==> src/rtl/afg_seq_pkg.sv <==
// Shared types and constants for the waveform playback sequencer.
package afg_seq_pkg;

  // Default datapath widths
  localparam int DEF_ADDR_W  = 14;
  localparam int DEF_CNT_W   = 16;
  localparam int DEF_DIV_W   = 16;

  // Supported RAM read latency range (address to data, in clocks)
  localparam int MEM_LAT_MIN = 1;
  localparam int MEM_LAT_MAX = 4;
  localparam int DEF_MEM_LAT = 2;

  // Playback sequencer states
  typedef enum logic [1:0] {
    IDLE  = 2'd0,
    PLAY  = 2'd1,
    DRAIN = 2'd2,
    DONE  = 2'd3
  } seq_state_e;

endpackage

==> src/rtl/sample_tick_gen.sv <==
// Sample-rate prescaler: emits one tick every div_i+1 enabled clocks,
// starting with a tick on the first enabled clock after a clear.
module sample_tick_gen #(
  parameter int DIV_W = 16
) (
  input  logic             clk_i,
  input  logic             rst_n_i,
  input  logic             clear_i,
  input  logic             en_i,
  input  logic [DIV_W-1:0] div_i,
  output logic             tick_o
);

  logic [DIV_W-1:0] cnt_q;
  logic [DIV_W-1:0] cnt_d;

  // Next count: clear wins, otherwise count 0..div_i while enabled
  always_comb begin
    cnt_d = cnt_q;
    if (clear_i) begin
      cnt_d = '0;
    end else if (en_i) begin
      cnt_d = (cnt_q >= div_i) ? '0 : cnt_q + DIV_W'(1);
    end
  end

  // Prescaler count register
  always_ff @(posedge clk_i or negedge rst_n_i) begin
    if (!rst_n_i) begin
      cnt_q <= '0;
    end else begin
      cnt_q <= cnt_d;
    end
  end

  assign tick_o = en_i && (cnt_q == '0);

endmodule

==> src/rtl/waveform_playback_sequencer.sv <==
// Plays one waveform segment out of RAM when the trigger level rises:
// issues read strobes at a programmable rate, repeats the segment
// Cycle_Count times (0 = forever), waits for the read pipe to empty and
// returns a one-clock Ending_Sout pulse.
//
// Read interface: Mem_Rd_EN high for one clock qualifies Wave_Addr in that
// same clock; the RAM has no backpressure. Sample_Valid is high exactly
// MEM_LAT clocks after each strobe, marking the matching read data.
module waveform_playback_sequencer
  import afg_seq_pkg::*;
#(
  parameter int ADDR_W  = DEF_ADDR_W,
  parameter int CNT_W   = DEF_CNT_W,
  parameter int DIV_W   = DEF_DIV_W,
  parameter int MEM_LAT = DEF_MEM_LAT
) (
  input  logic              Clock,
  input  logic              Reset_N,
  input  logic              Trig_Ctrl_Sin,
  input  logic [ADDR_W-1:0] Start_Addr,
  input  logic [ADDR_W-1:0] Stop_Addr,
  input  logic [CNT_W-1:0]  Cycle_Count,
  input  logic [DIV_W-1:0]  Sample_Div,
  output logic [ADDR_W-1:0] Wave_Addr,
  output logic              Mem_Rd_EN,
  output logic              Sample_Valid,
  output logic              Busy,
  output logic              Ending_Sout,
  output seq_state_e        Seq_State
);

  seq_state_e        state_q;
  logic              trig_prev_q;
  logic [ADDR_W-1:0] start_q;
  logic [ADDR_W-1:0] stop_q;
  logic [CNT_W-1:0]  cyc_q;
  logic [DIV_W-1:0]  div_q;
  logic [CNT_W-1:0]  rem_q;
  logic [ADDR_W-1:0] addr_q;
  logic [MEM_LAT-1:0] pipe_q;
  logic [MEM_LAT-1:0] pipe_d;

  logic rise;
  logic tick;
  logic in_play;
  logic running;
  logic abort;
  logic pipe_empty;
  logic at_stop;
  logic last_lap;

  assign rise       = Trig_Ctrl_Sin && !trig_prev_q;
  assign in_play    = (state_q == PLAY);
  assign running    = (state_q == PLAY) || (state_q == DRAIN);
  assign abort      = running && !Trig_Ctrl_Sin;
  assign pipe_empty = (pipe_q == '0);
  assign at_stop    = (addr_q == stop_q);
  assign last_lap   = (cyc_q != '0) && (rem_q == CNT_W'(1));

  // Prescaler is held cleared outside PLAY so the first PLAY cycle ticks
  sample_tick_gen #(
    .DIV_W (DIV_W)
  ) u_tick (
    .clk_i   (Clock),
    .rst_n_i (Reset_N),
    .clear_i (!in_play),
    .en_i    (in_play),
    .div_i   (div_q),
    .tick_o  (tick)
  );

  // Playback FSM with config snapshot, address walk and repeat counting
  always_ff @(posedge Clock or negedge Reset_N) begin
    if (!Reset_N) begin
      state_q     <= IDLE;
      trig_prev_q <= 1'b0;
      start_q     <= '0;
      stop_q      <= '0;
      cyc_q       <= '0;
      div_q       <= '0;
      rem_q       <= '0;
      addr_q      <= '0;
    end else begin
      trig_prev_q <= Trig_Ctrl_Sin;
      unique case (state_q)
        IDLE: begin
          if (rise) begin
            start_q <= Start_Addr;
            stop_q  <= Stop_Addr;
            cyc_q   <= Cycle_Count;
            div_q   <= Sample_Div;
            rem_q   <= Cycle_Count;
            addr_q  <= Start_Addr;
            state_q <= PLAY;
          end
        end
        PLAY: begin
          if (!Trig_Ctrl_Sin) begin
            state_q <= IDLE;
          end else if (tick) begin
            if (!at_stop) begin
              addr_q <= addr_q + ADDR_W'(1);
            end else if (last_lap) begin
              state_q <= DRAIN;
            end else begin
              addr_q <= start_q;
              if (cyc_q != '0) begin
                rem_q <= rem_q - CNT_W'(1);
              end
            end
          end
        end
        DRAIN: begin
          if (!Trig_Ctrl_Sin) begin
            state_q <= IDLE;
          end else if (pipe_empty) begin
            state_q <= DONE;
          end
        end
        DONE: begin
          if (!Trig_Ctrl_Sin) begin
            state_q <= IDLE;
          end
        end
      endcase
    end
  end

  // Valid pipe: strobe history shifted MEM_LAT deep, flushed on abort
  always_comb begin
    pipe_d = '0;
    if (!abort) begin
      pipe_d[0] = Mem_Rd_EN;
      for (int i = 1; i < MEM_LAT; i++) begin
        pipe_d[i] = pipe_q[i-1];
      end
    end
  end

  // Valid pipe register
  always_ff @(posedge Clock or negedge Reset_N) begin
    if (!Reset_N) begin
      pipe_q <= '0;
    end else begin
      pipe_q <= pipe_d;
    end
  end

  assign Wave_Addr    = addr_q;
  assign Mem_Rd_EN    = tick;
  assign Sample_Valid = pipe_q[MEM_LAT-1];
  assign Busy         = running;
  assign Ending_Sout  = (state_q == DRAIN) && pipe_empty && Trig_Ctrl_Sin;
  assign Seq_State    = state_q;

endmodule

==> config.mk <==
export PLATFORM = sky130hd
export DESIGN_NAME = waveform_playback_sequencer
export DESIGN_NICKNAME = d
export VERILOG_FILES = /design/src/rtl/afg_seq_pkg.sv /design/src/rtl/sample_tick_gen.sv /design/src/rtl/waveform_playback_sequencer.sv
export SDC_FILE = /design/constraint.sdc
export NUM_CORES = 1
export LEC_CHECK = 0
export ABC_CLOCK_PERIOD_IN_PS = 3700
export CAP_MARGIN = 0
export CORE_ASPECT_RATIO = 1.75
export CORE_UTILIZATION = 55
export DETAILED_ROUTE_END_ITERATION = 8
export HOLD_SLACK_MARGIN = 0.06
export PLACE_DENSITY = 0.82
export SYNTH_ARGS = -nofsm -noshare
export SYNTH_HDL_FRONTEND = slang
export SYNTH_SLANG_ARGS = --single-unit
==> constraint.sdc <==
create_clock -name Clock -period 3.7 [get_ports Clock]
set_input_delay 0.925 -clock Clock [delete_from_list [all_inputs] [get_ports Clock]]
set_output_delay 0.925 -clock Clock [all_outputs]
set_load 0.005 [all_outputs]
# Yosys cells after proc, flatten, opt, wreduce, memory -nomap -nowiden

Index checks and enable logic that the tools add are counted.
W data, S select, Z words.

Register bits: 111
Input bits: 63
Output and inout bits: 20
Logic and storage cells: 74

$add $sub $neg: 3
Order comparisons: 1
Eq/ne operators: 17
Multiplexer cells: 25
Reductions and logical operators: 18

Operators by type and width:

| operator                | number |
|---|---|
| $mux W16                | 8 |
| $mux W14                | 5 |
| $pmux W16 S2            | 1 |
| $pmux W14 S2            | 1 |
| $mux W2                 | 9 |
| $add A16 B1 Y16 const B | 1 |
| $eq A16 B1 Y1 const B   | 1 |
| $ge A16 B16 Y1          | 1 |
| $logic_not A16 Y1       | 1 |
| $reduce_bool A16 Y1     | 1 |
| $sub A16 B1 Y16 const B | 1 |
| $ne A3 B3 Y1 const B    | 5 |
| $add A14 B1 Y14 const B | 1 |
| $eq A14 B14 Y1          | 1 |
| $ne A2 B2 Y1 const B    | 7 |
| $pmux W2 S4             | 1 |
| $reduce_and A7 Y1       | 1 |
| $logic_and A1 B1 Y1     | 6 |
| $reduce_and A6 Y1       | 1 |
| $reduce_and A5 Y1       | 1 |
| $eq A2 B2 Y1 const B    | 2 |
| $logic_not A2 Y1        | 2 |
| $eq A2 B1 Y1 const B    | 1 |
| $logic_not A1 Y1        | 2 |
| 3 further kinds         | 3 |

# Logic depth before layout (Yosys ltp)

Gate-level depths: netlist of run 1.

Word-level depth: 7
Mapped depth: 11
Depth with buffers taken out: 8

# By module

From an unflattened synthesis of run 1, not the netlist that was laid out.

Cells, all modules: 610
Area total of the unflattened synthesis: 6284.8 um2

By module, submodules not included:

| module                      | times used | cells an instance | area each (um2) | sequential area each (um2) |
|---|---|---|---|---|
| waveform_playback_sequencer | 1          | 452               | 4973.5          | 2377.3 |
| sample_tick_gen             | 1          | 158               | 1311.3          | 400.4 |

# Worst setup path before layout of run 1

Ideal clock, no wire load.

Path type: reg2reg
From: register state_q[1] (netlist: Seq_State[1])
To: register rem_q[8]
Library setup time: 0.126 ns
Data arrival time: 2.810 ns
Required time: 3.574 ns
Setup slack: 0.764 ns
Cell stages (with the launch flop): 11
Buffers on the path: 2
Clock period less this slack: 2.936 ns
Cells stage by stage: dfrtp_1 inv_1 ha_1 clkbuf_1 or4b_1 or4_1 buf_2 a21o_4 nor4_4 a21oi_1 a221o_1

Cells in the longest elaborated chain, start to end: 4
Elaborated cells on any way between the ends: 12
Classes of those cells: eq/ne (7); mux (1); reduce/logical (4)

RTL lines:

| item                        | line                                                                 | RTL |
|---|---|---|
| start: declaration          | waveform_playback_sequencer.sv:32                                    | `seq_state_e state_q;` |
| start signal: assignment    | waveform_playback_sequencer.sv:75                                    | `state_q <= IDLE;` |
| start signal: assignment    | waveform_playback_sequencer.sv:94                                    | `state_q <= PLAY;` |
| start signal: assignment    | waveform_playback_sequencer.sv:99                                    | `state_q <= IDLE;` |
| $eq A2 B1 Y1                | waveform_playback_sequencer.sv:53, waveform_playback_sequencer.sv:85 |  |
| $logic_and A1 B1 Y1         | sample_tick_gen.sv:36                                                | `assign tick_o = en_i && (cnt_q == '0);` |
| $ne A2 B2 Y1 (no line)      | n/a                                                                  |  |
| $reduce_and A7 Y1 (no line) | n/a                                                                  |  |
| end signal: assignment      | waveform_playback_sequencer.sv:92                                    | `rem_q <= Cycle_Count;` |
| end signal: assignment      | waveform_playback_sequencer.sv:108                                   | `rem_q <= rem_q - CNT_W'(1);` |
| end: declaration            | waveform_playback_sequencer.sv:38                                    | `logic [CNT_W-1:0] rem_q;` |

Several ways; a longest one is shown, not always the timed one.
A chain may end at the register's enable or synchronous reset.

# Final worst setup path of run 1

From: register u_tick.cnt_q[0]
To: output port Mem_Rd_EN

Cells in the longest elaborated chain, start to end: 2

RTL lines:

| item                     | line                              | RTL |
|---|---|---|
| start: declaration       | sample_tick_gen.sv:14             | `logic [DIV_W-1:0] cnt_q;` |
| start signal: assignment | sample_tick_gen.sv:32             | `cnt_q <= cnt_d;` |
| $logic_not A16 Y1        | sample_tick_gen.sv:36             |  |
| $logic_and A1 B1 Y1      | sample_tick_gen.sv:36             |  |
| end: declaration         | waveform_playback_sequencer.sv:25 | `output logic Mem_Rd_EN,` |

No other way between the ends.

==> results of run 1 <==
==> power by group <==
part | internal [mW] | switching, mW | total (mW)
Clock | 0.565 | 0.437 | 1.00
Combinational | 0.929 | 1.17 | 2.10
Sequential | 1.71 | 0.468 | 2.17
Total | 3.20 | 2.07 | 5.27
==> layer usage <==
metal / track usage [%] / wire, um / up-vias
li1: - / - / 2504
met1: 31.82 / 5836 / 2599
met2: 55.75 / 9152 / 186
met3: 4.373 / 719 / 59
met4: 19.67 / 960 / 0
met5: 0 / 0 / -
==> state kept, by name, summed over array words and instances, names as in the netlist, 14 cells and up <==
signal        count
start_q          14
rem_q            16
Wave_Addr        14
stop_q           14
div_q            16
cyc_q            16
u_tick.cnt_q     16
==> cell families after synthesis <==
| kind of cell | count (synthesis) |
|---|---|
| and+or+nand+nor | 324 |
| DFF | 111 |
| AOI/OAI and AO/OA | 95 |
| buffers and inverters | 68 |
| xor gates and xnor gates | 40 |
| adders and majority gates | 26 |
| muxes | 25 |
==> layout make-up <==
cell class / instances / area (um2) / area share, %
Inverter: 33 / 123.9 / 1.684
Sequential cell: 111 / 2778 / 37.76
Timing Repair Buffer: 94 / 920.9 / 12.52
Clock buffer: 12 / 256.5 / 3.487
Tap cell: 130 / 162.7 / 2.211
Multi-Input combinational cell: 510 / 3062 / 41.62
Clock inverter: 4 / 52.55 / 0.7144
==> final timing paths <==
check | startpoint | to | depth (start not counted)
setup / recovery | u_tick.cnt_q[0]$_DFF_PN0_ | Mem_Rd_EN | 6
hold / removal | start_q[11]$_DFFE_PN0P_ | start_q[11]$_DFFE_PN0P_ | 2
setup reg to reg | u_tick.cnt_q[0]$_DFF_PN0_ | rem_q[8]$_DFFE_PN0P_ | 8
hold reg to reg | start_q[11]$_DFFE_PN0P_ | start_q[11]$_DFFE_PN0P_ | 2
max in group asynchronous | Reset_N | trig_prev_q$_DFF_PN0_ | 3
min in group asynchronous | Reset_N | stop_q[1]$_DFFE_PN0P_ | 1
==> critical path, cell delays in order (launching register included) <==
cell,delay (ns)
dfrtp_1,0.42
inv_1,0.11
ha_1,0.15
or4b_1,0.49
or4_4,0.56
inv_1,0.09
clkdlybuf4s50_1,0.49
==> what timing repair did <==
action / CTS / global route
setup buffers: 0 / 0
gates resized for setup: 0 / 1
setup endpoints to repair: 0 / 1
==> layout by cell type (no fill, tap or decap), types with 4 or more instances in the layout <==
cell,n
a211oi_1,6
a21o_1,7
a21oi_1,16
and3_1,7
and4_1,5
buf_4,12
clkbuf_16,9
clkdlybuf4s50_1,81
dfrtp_1,111
ha_1,26
inv_1,32
mux2_2,9
mux2i_1,16
nand2_1,192
nand3_1,13
nand4_1,15
nor2_1,30
nor2b_1,4
nor3_1,14
nor4_1,18
o211ai_1,5
o21ai_0,29
o22ai_1,8
xnor2_1,10
xor2_1,30
==> stage by stage <==
step | utilization [%] | cells
after global placement | 65.45 | 878
after floorplan | - | 689
after CTS | 68.33 | 894
after global routing | 68.36 | 894
after detailed placement | 65.45 | 878
final | 68.36 | 894
==> flow_metrics.py, run 1 <==
metrics = {
    "status": {
        "outcome": "complete, no violations",
    },
    "clock_tree": {
        "cts_tree": "built",
        "clk_path_buf_depth": 2,
        "cts_buffers": 9,
        "ctsHoldBuffers": 0,
        "insertion_delay_ns": 0.35,
        "htree_levels": 3,
        "cts_root_buf": "clkbuf_16",
        "cts.sinks": 111,
        "clkTransAtPathRegs_ns": 0.07,
    },
    "global_route": {
        "grt_pass1_wl_um": 26490,
        "grt_use_total_pct": 30.75,
        "gr-total-overflow": 0,
        "grt_max_degree": 76,
        "antenna_found_initial": 0,
        "grt_pass1_vias": 5502,
    },
    "job": {
        "cap_violations": 0,
    },
    "yosys": {
        "synthMuxAreaShare_pct": 4.290,
        "ys.flop_type": "dfrtp_1",
        "syn-num-nets": 778,
        "synth_edf_count": 0,
        "synth_xor_area_share_pct": 5.747,
        "ys_async_sr_fraction_pct": 100.0,
        "synth-simple-area-share_pct": 24.69,
        "ys_ff_latch": 111,
        "syn_area_per_cell_um2": 8.847,
        "synth_cell_types": 54,
        "synth_top_cell_by_area": "dfrtp_1",
        "synth_area_um2": 6096,
        "synth_warnings": 0,
        "synth_top_area_share_pct": 45.57,
        "synth_most_common_cell": "nand2_1",
        "syn_inst": 689,
        "yosysSeqAreaShare_pct": 45.57,
        "synth-compound-area-share_pct": 10.10,
        "synth_adder_area_share_pct": 5.337,
        "yosys-top-cells-area": "dfrtp_1 (46%), nand2_1 (12%), ha_1 (5.3%)",
        "synth_top_family_by_area": "simple AND/OR/NAND/NOR gates",
        "synth_common_cells": "nand2_1 (192), dfrtp_1 (111), inv_1 (33)",
    },
    "timing": {
        "fin_worst_skew_ns": 0.009319,
        "finalHoldViolCount": 0,
        "max_freq_mhz": 279.5,
        "rsz0062_at_grt": "false",
        "setup_slack_ns": 0.1222,
        "tns_ns": 0,
        "slew_headroom_pct": 48.83,
        "fin_crit_sh_pct": 96.70,
        "slew_viol_final": 0,
        "finalCriticalPeriod_ns": 3.578,
        "setup_viol": 0,
        "holdWs_ns": 0.4777,
        "worstMarginPinSlew_ns": 0.7676,
    },
    "floorplan": {
        "ios": 83,
        "fp.dieH_um": 141.3,
        "dieArea_um2": 11520,
        "rows": 50,
        "core_region_area_um2": 10760,
        "die_w_um": 81.58,
        "start_util_pct": 56.65,
    },
    "critical_path": {
        "reg2reg_slack_ns": 0.70,
        "crit_arrival_ns": 2.65,
        "start_kind": "register",
        "required_ns": 2.77,
        "worstPathMaxFanout": 6,
        "crit_type": "reg2out",
        "endpoint_kind": "output pin",
    },
    "final_layout": {
        "final_nets": 848,
        "diodes": 0,
        "fillers": 893,
        "syn2layout_area_growth_pct": 20.67,
        "layout-drive-gt1-share_pct": 6.021,
        "finalInstanceArea_um2": 7356,
    },
    "drt": {
        "route.vias.total": 5348,
        "drtIter0Drc": 252,
        "ant_nets": 0,
        "wl_per_cell_um": 18.64,
        "drt_wl_total_um": 16670,
        "vias_per_cell": 5.982,
        "firstDrtPassIters": 4,
        "drc_errors": 0,
    },
    "placed_design": {
        "io_buffers": 82,
        "placed_area_um2": 7043,
        "pre_cts_ws_ns": 0.3908,
        "hpwlAfterDp_um": 12140,
        "gp_congestion": 0.9245,
    },
    "power": {
        "finalPower_mw": 5.274,
        "powerDensity_nw_per_um2": 716.9,
        "p_leak_nw": 3.477,
        "vdd_drop_max_uv": 438.8,
    },
    "worst_hold_path": {
        "min_path_type": "reg2reg",
    },
}
No activity file was read; power rests on OpenSTA's default activity.
==> run 2: changes to the inputs <==
--- a/config.mk
+++ b/config.mk
@@ -9,6 +9,7 @@
 export CAP_MARGIN = 0
 export CORE_ASPECT_RATIO = 1.75
 export CORE_UTILIZATION = 55
+export CTS_CLUSTER_SIZE = 14
 export DETAILED_ROUTE_END_ITERATION = 8
 export HOLD_SLACK_MARGIN = 0.06
 export PLACE_DENSITY = 0.82
==> results of run 2 <==
Same layout as run 1: the final DEF is identical, and so are final timing and power.
==> run 3: changes to the inputs <==
--- a/config.mk
+++ b/config.mk
@@ -11,6 +11,7 @@
 export CORE_UTILIZATION = 55
 export CTS_CLUSTER_SIZE = 14
 export DETAILED_ROUTE_END_ITERATION = 8
+export GPL_TIMING_DRIVEN = 0
 export HOLD_SLACK_MARGIN = 0.06
 export PLACE_DENSITY = 0.82
 export SYNTH_ARGS = -nofsm -noshare
==> run 3 against run 2 <==
Compared with the run above: setup slack worse by 0.032 ns; routed wire length grew 3.6%; clock skew shrank 0.0026 ns; core utilization rose by 0.77 points; critical path depth shrank 1; total power barely moved; largest cell class unchanged; largest power group is now combinational logic; worst hold slack got worse by 0.0045 ns; sequential power barely moved; die area did not move; critical endpoint unchanged; register-to-register slack worse by 0.36 ns.
==> flow_metrics.py, run 3 (same netlist as run 1, synthesis figures left out) <==
metrics = {
    "final_layout": {
        "syn2layout_area_growth_pct": 22.02,
        "layout-drive-gt1-share_pct": 5.815,
        "final_nets": 875,
        "diodes": 0,
        "layout_common_cells": "nand2_1 (192), dfrtp_1 (110), clkdlybuf4s50_1 (81), inv_1 (31)",
        "layout.cells.non_filler": 921,
        "seq_area_um2": 2779,
        "multiInputGateArea_um2": 3070,
        "fillers": 853,
        "final_common_cell": "nand2_1",
        "finalInstanceArea_um2": 7438,
    },
    "global_route": {
        "grt_pass1_vias": 5546,
        "antenna_found_initial": 0,
        "gr-total-overflow": 0,
        "grt_pass1_wl_um": 26760,
        "grt_max_degree": 66,
        "grt_use_total_pct": 31.20,
    },
    "floorplan": {
        "core_region_area_um2": 10760,
        "die_w_um": 81.58,
        "ios": 83,
        "rows": 50,
        "dieArea_um2": 11520,
        "fp.dieH_um": 141.3,
        "start_util_pct": 56.65,
    },
    "clock_tree": {
        "insertion_delay_ns": 0.35,
        "cts_tree": "built",
        "cts_root_buf": "clkbuf_16",
        "clkTransAtPathRegs_ns": 0.07,
        "cts_buffers": 9,
        "clk_path_buf_depth": 2,
        "htree_levels": 3,
        "cts.sinks": 111,
    },
    "timing": {
        "fin_crit_sh_pct": 97.55,
        "holdWs_ns": 0.4732,
        "max_freq_mhz": 277.1,
        "tns_ns": 0,
        "finalCriticalPeriod_ns": 3.609,
        "finalHoldViolCount": 0,
        "slew_viol_final": 0,
        "worstMarginPinSlew_ns": 0.8170,
        "slew_headroom_pct": 45.11,
        "fin_worst_skew_ns": 0.006730,
        "setup_viol": 0,
        "rsz0062_at_grt": "false",
    },
    "placed_design": {
        "hpwlAfterDp_um": 12710,
        "dp.cells": 902,
        "io_buffers": 82,
        "placed_area_um2": 7104,
        "gp_congestion": 0.9622,
    },
    "drt": {
        "drt_wl_total_um": 17260,
        "ant_nets": 0,
        "drtIter0Drc": 509,
        "vias_per_cell": 5.986,
        "firstDrtPassIters": 6,
        "wl_per_cell_um": 18.74,
        "drc_errors": 0,
        "route.vias.total": 5513,
    },
    "critical_path": {
        "endpoint_kind": "output pin",
        "r2r-end": "Wave_Addr[5]$_DFFE_PN0P_",
        "slowest_stage": "or4_1",
        "crit_arrival_ns": 2.68,
        "crit_type": "reg2out",
        "max_stage_delay_ns": 0.58,
        "cpMostUsedCell": "or4_1",
        "startpoint": "u_tick.cnt_q[8]$_DFF_PN0_",
        "r2r-start": "u_tick.cnt_q[8]$_DFF_PN0_",
        "worstPathMaxFanout": 6,
        "start_kind": "register",
        "required_ns": 2.77,
        "r2r.worst_path.cells": 7,
        "reg2reg_slack_ns": 0.34,
        "cp_cell_sequence": "or4_1 -> or4_1 -> buf_2 -> inv_1 -> clkdlybuf4s50_1",
    },
    "power": {
        "clkPwrFrac_pct": 18.1,
        "p_leak_nw": 3.481,
        "powerDensity_nw_per_um2": 708.7,
        "switching_share_pct": 40.03,
        "power_frac_seq_pct": 40.5,
        "switchingPower_mw": 2.110,
        "vdd_drop_max_uv": 374.8,
        "internal_power_mw": 3.161,
        "pwr-share-comb_pct": 41.4,
    },
    "worst_hold_path": {
        "hold_depth": 2,
        "min_path_type": "reg2reg",
        "hold_path.startpoint": "start_q[8]$_DFFE_PN0P_",
        "min_to": "start_q[8]$_DFFE_PN0P_",
    },
    "job": {
        "cap_violations": 0,
    },
    "status": {
        "outcome": "complete, no violations",
    },
}
-- run 3: how the worst max path moves through the flow --
| stage | endpoint | cells past startpoint |
|---|---|---|
| finish | Mem_Rd_EN | 5 |
| CTS | Mem_Rd_EN | 7 |
| floorplan | rem_q[8]$_DFFE_PN0P_ | 10 |
| detailed placement | Wave_Addr[5]$_DFFE_PN0P_ | 10 |
| global placement | div_q[8]$_DFFE_PN0P_ | 1 |
| global route | Mem_Rd_EN | 5 |
-- run 3: power groups by stage --
| stage | clock network, mW | logic, mW | registers, mW |
|---|---|---|---|
| floorplan | 0 | 1.41 | 2.02 |
| global route | 1.02 | 2.43 | 2.18 |
| global placement | 0 | 2.01 | 2.11 |
| CTS | 0.960 | 2.14 | 2.12 |
| finish | 0.953 | 2.18 | 2.14 |
| detailed placement | 0 | 2.12 | 2.14 |
-- run 3: stage by stage --
step	power, mW	utilization [%]	setup slack (ns)
after floorplan	3.428	-	0.7644
after global placement	4.121	65.79	-2.424
after detailed placement	4.252	66.02	0.05699
after CTS	5.220	68.84	0.03111
after global routing	5.627	69.13	0.02958
final	5.271	69.13	0.09059
-- run 3: area by class of cell --
type	instances	area share [%]
clock inverter	5	0.5551
inverter	33	1.665
clock buffer	11	3.398
buffer	34	1.783
sequential	111	37.36
multi-input combinational	510	41.28
timing repair buffer	87	11.77
tap	130	2.187
-- run 3: worst max-delay path: cells and delay by family (launching register included) --
| kind | cells | cell delay [ns] |
|---|---|---|
| buf+inv | 3 | 0.79 |
| flops | 1 | 0.44 |
| simple gates | 2 | 1.11 |
-- run 3: metal layers --
layer,up-vias,global-route usage [%],part of all wire (%)
met5,-,0,0
met2,229,56.14,54
li1,2546,-,-
met3,66,4.116,4.8
met1,2672,32.18,35
met4,0,21.51,6.3
-- run 3: timing repair --
action | 4_1_cts | 5_1_grt
gates resized for setup | 3 | 2
setup buffers | 0 | 4
hold buffers | 0 | 0
endpoints found under the setup margin | 1 | 1
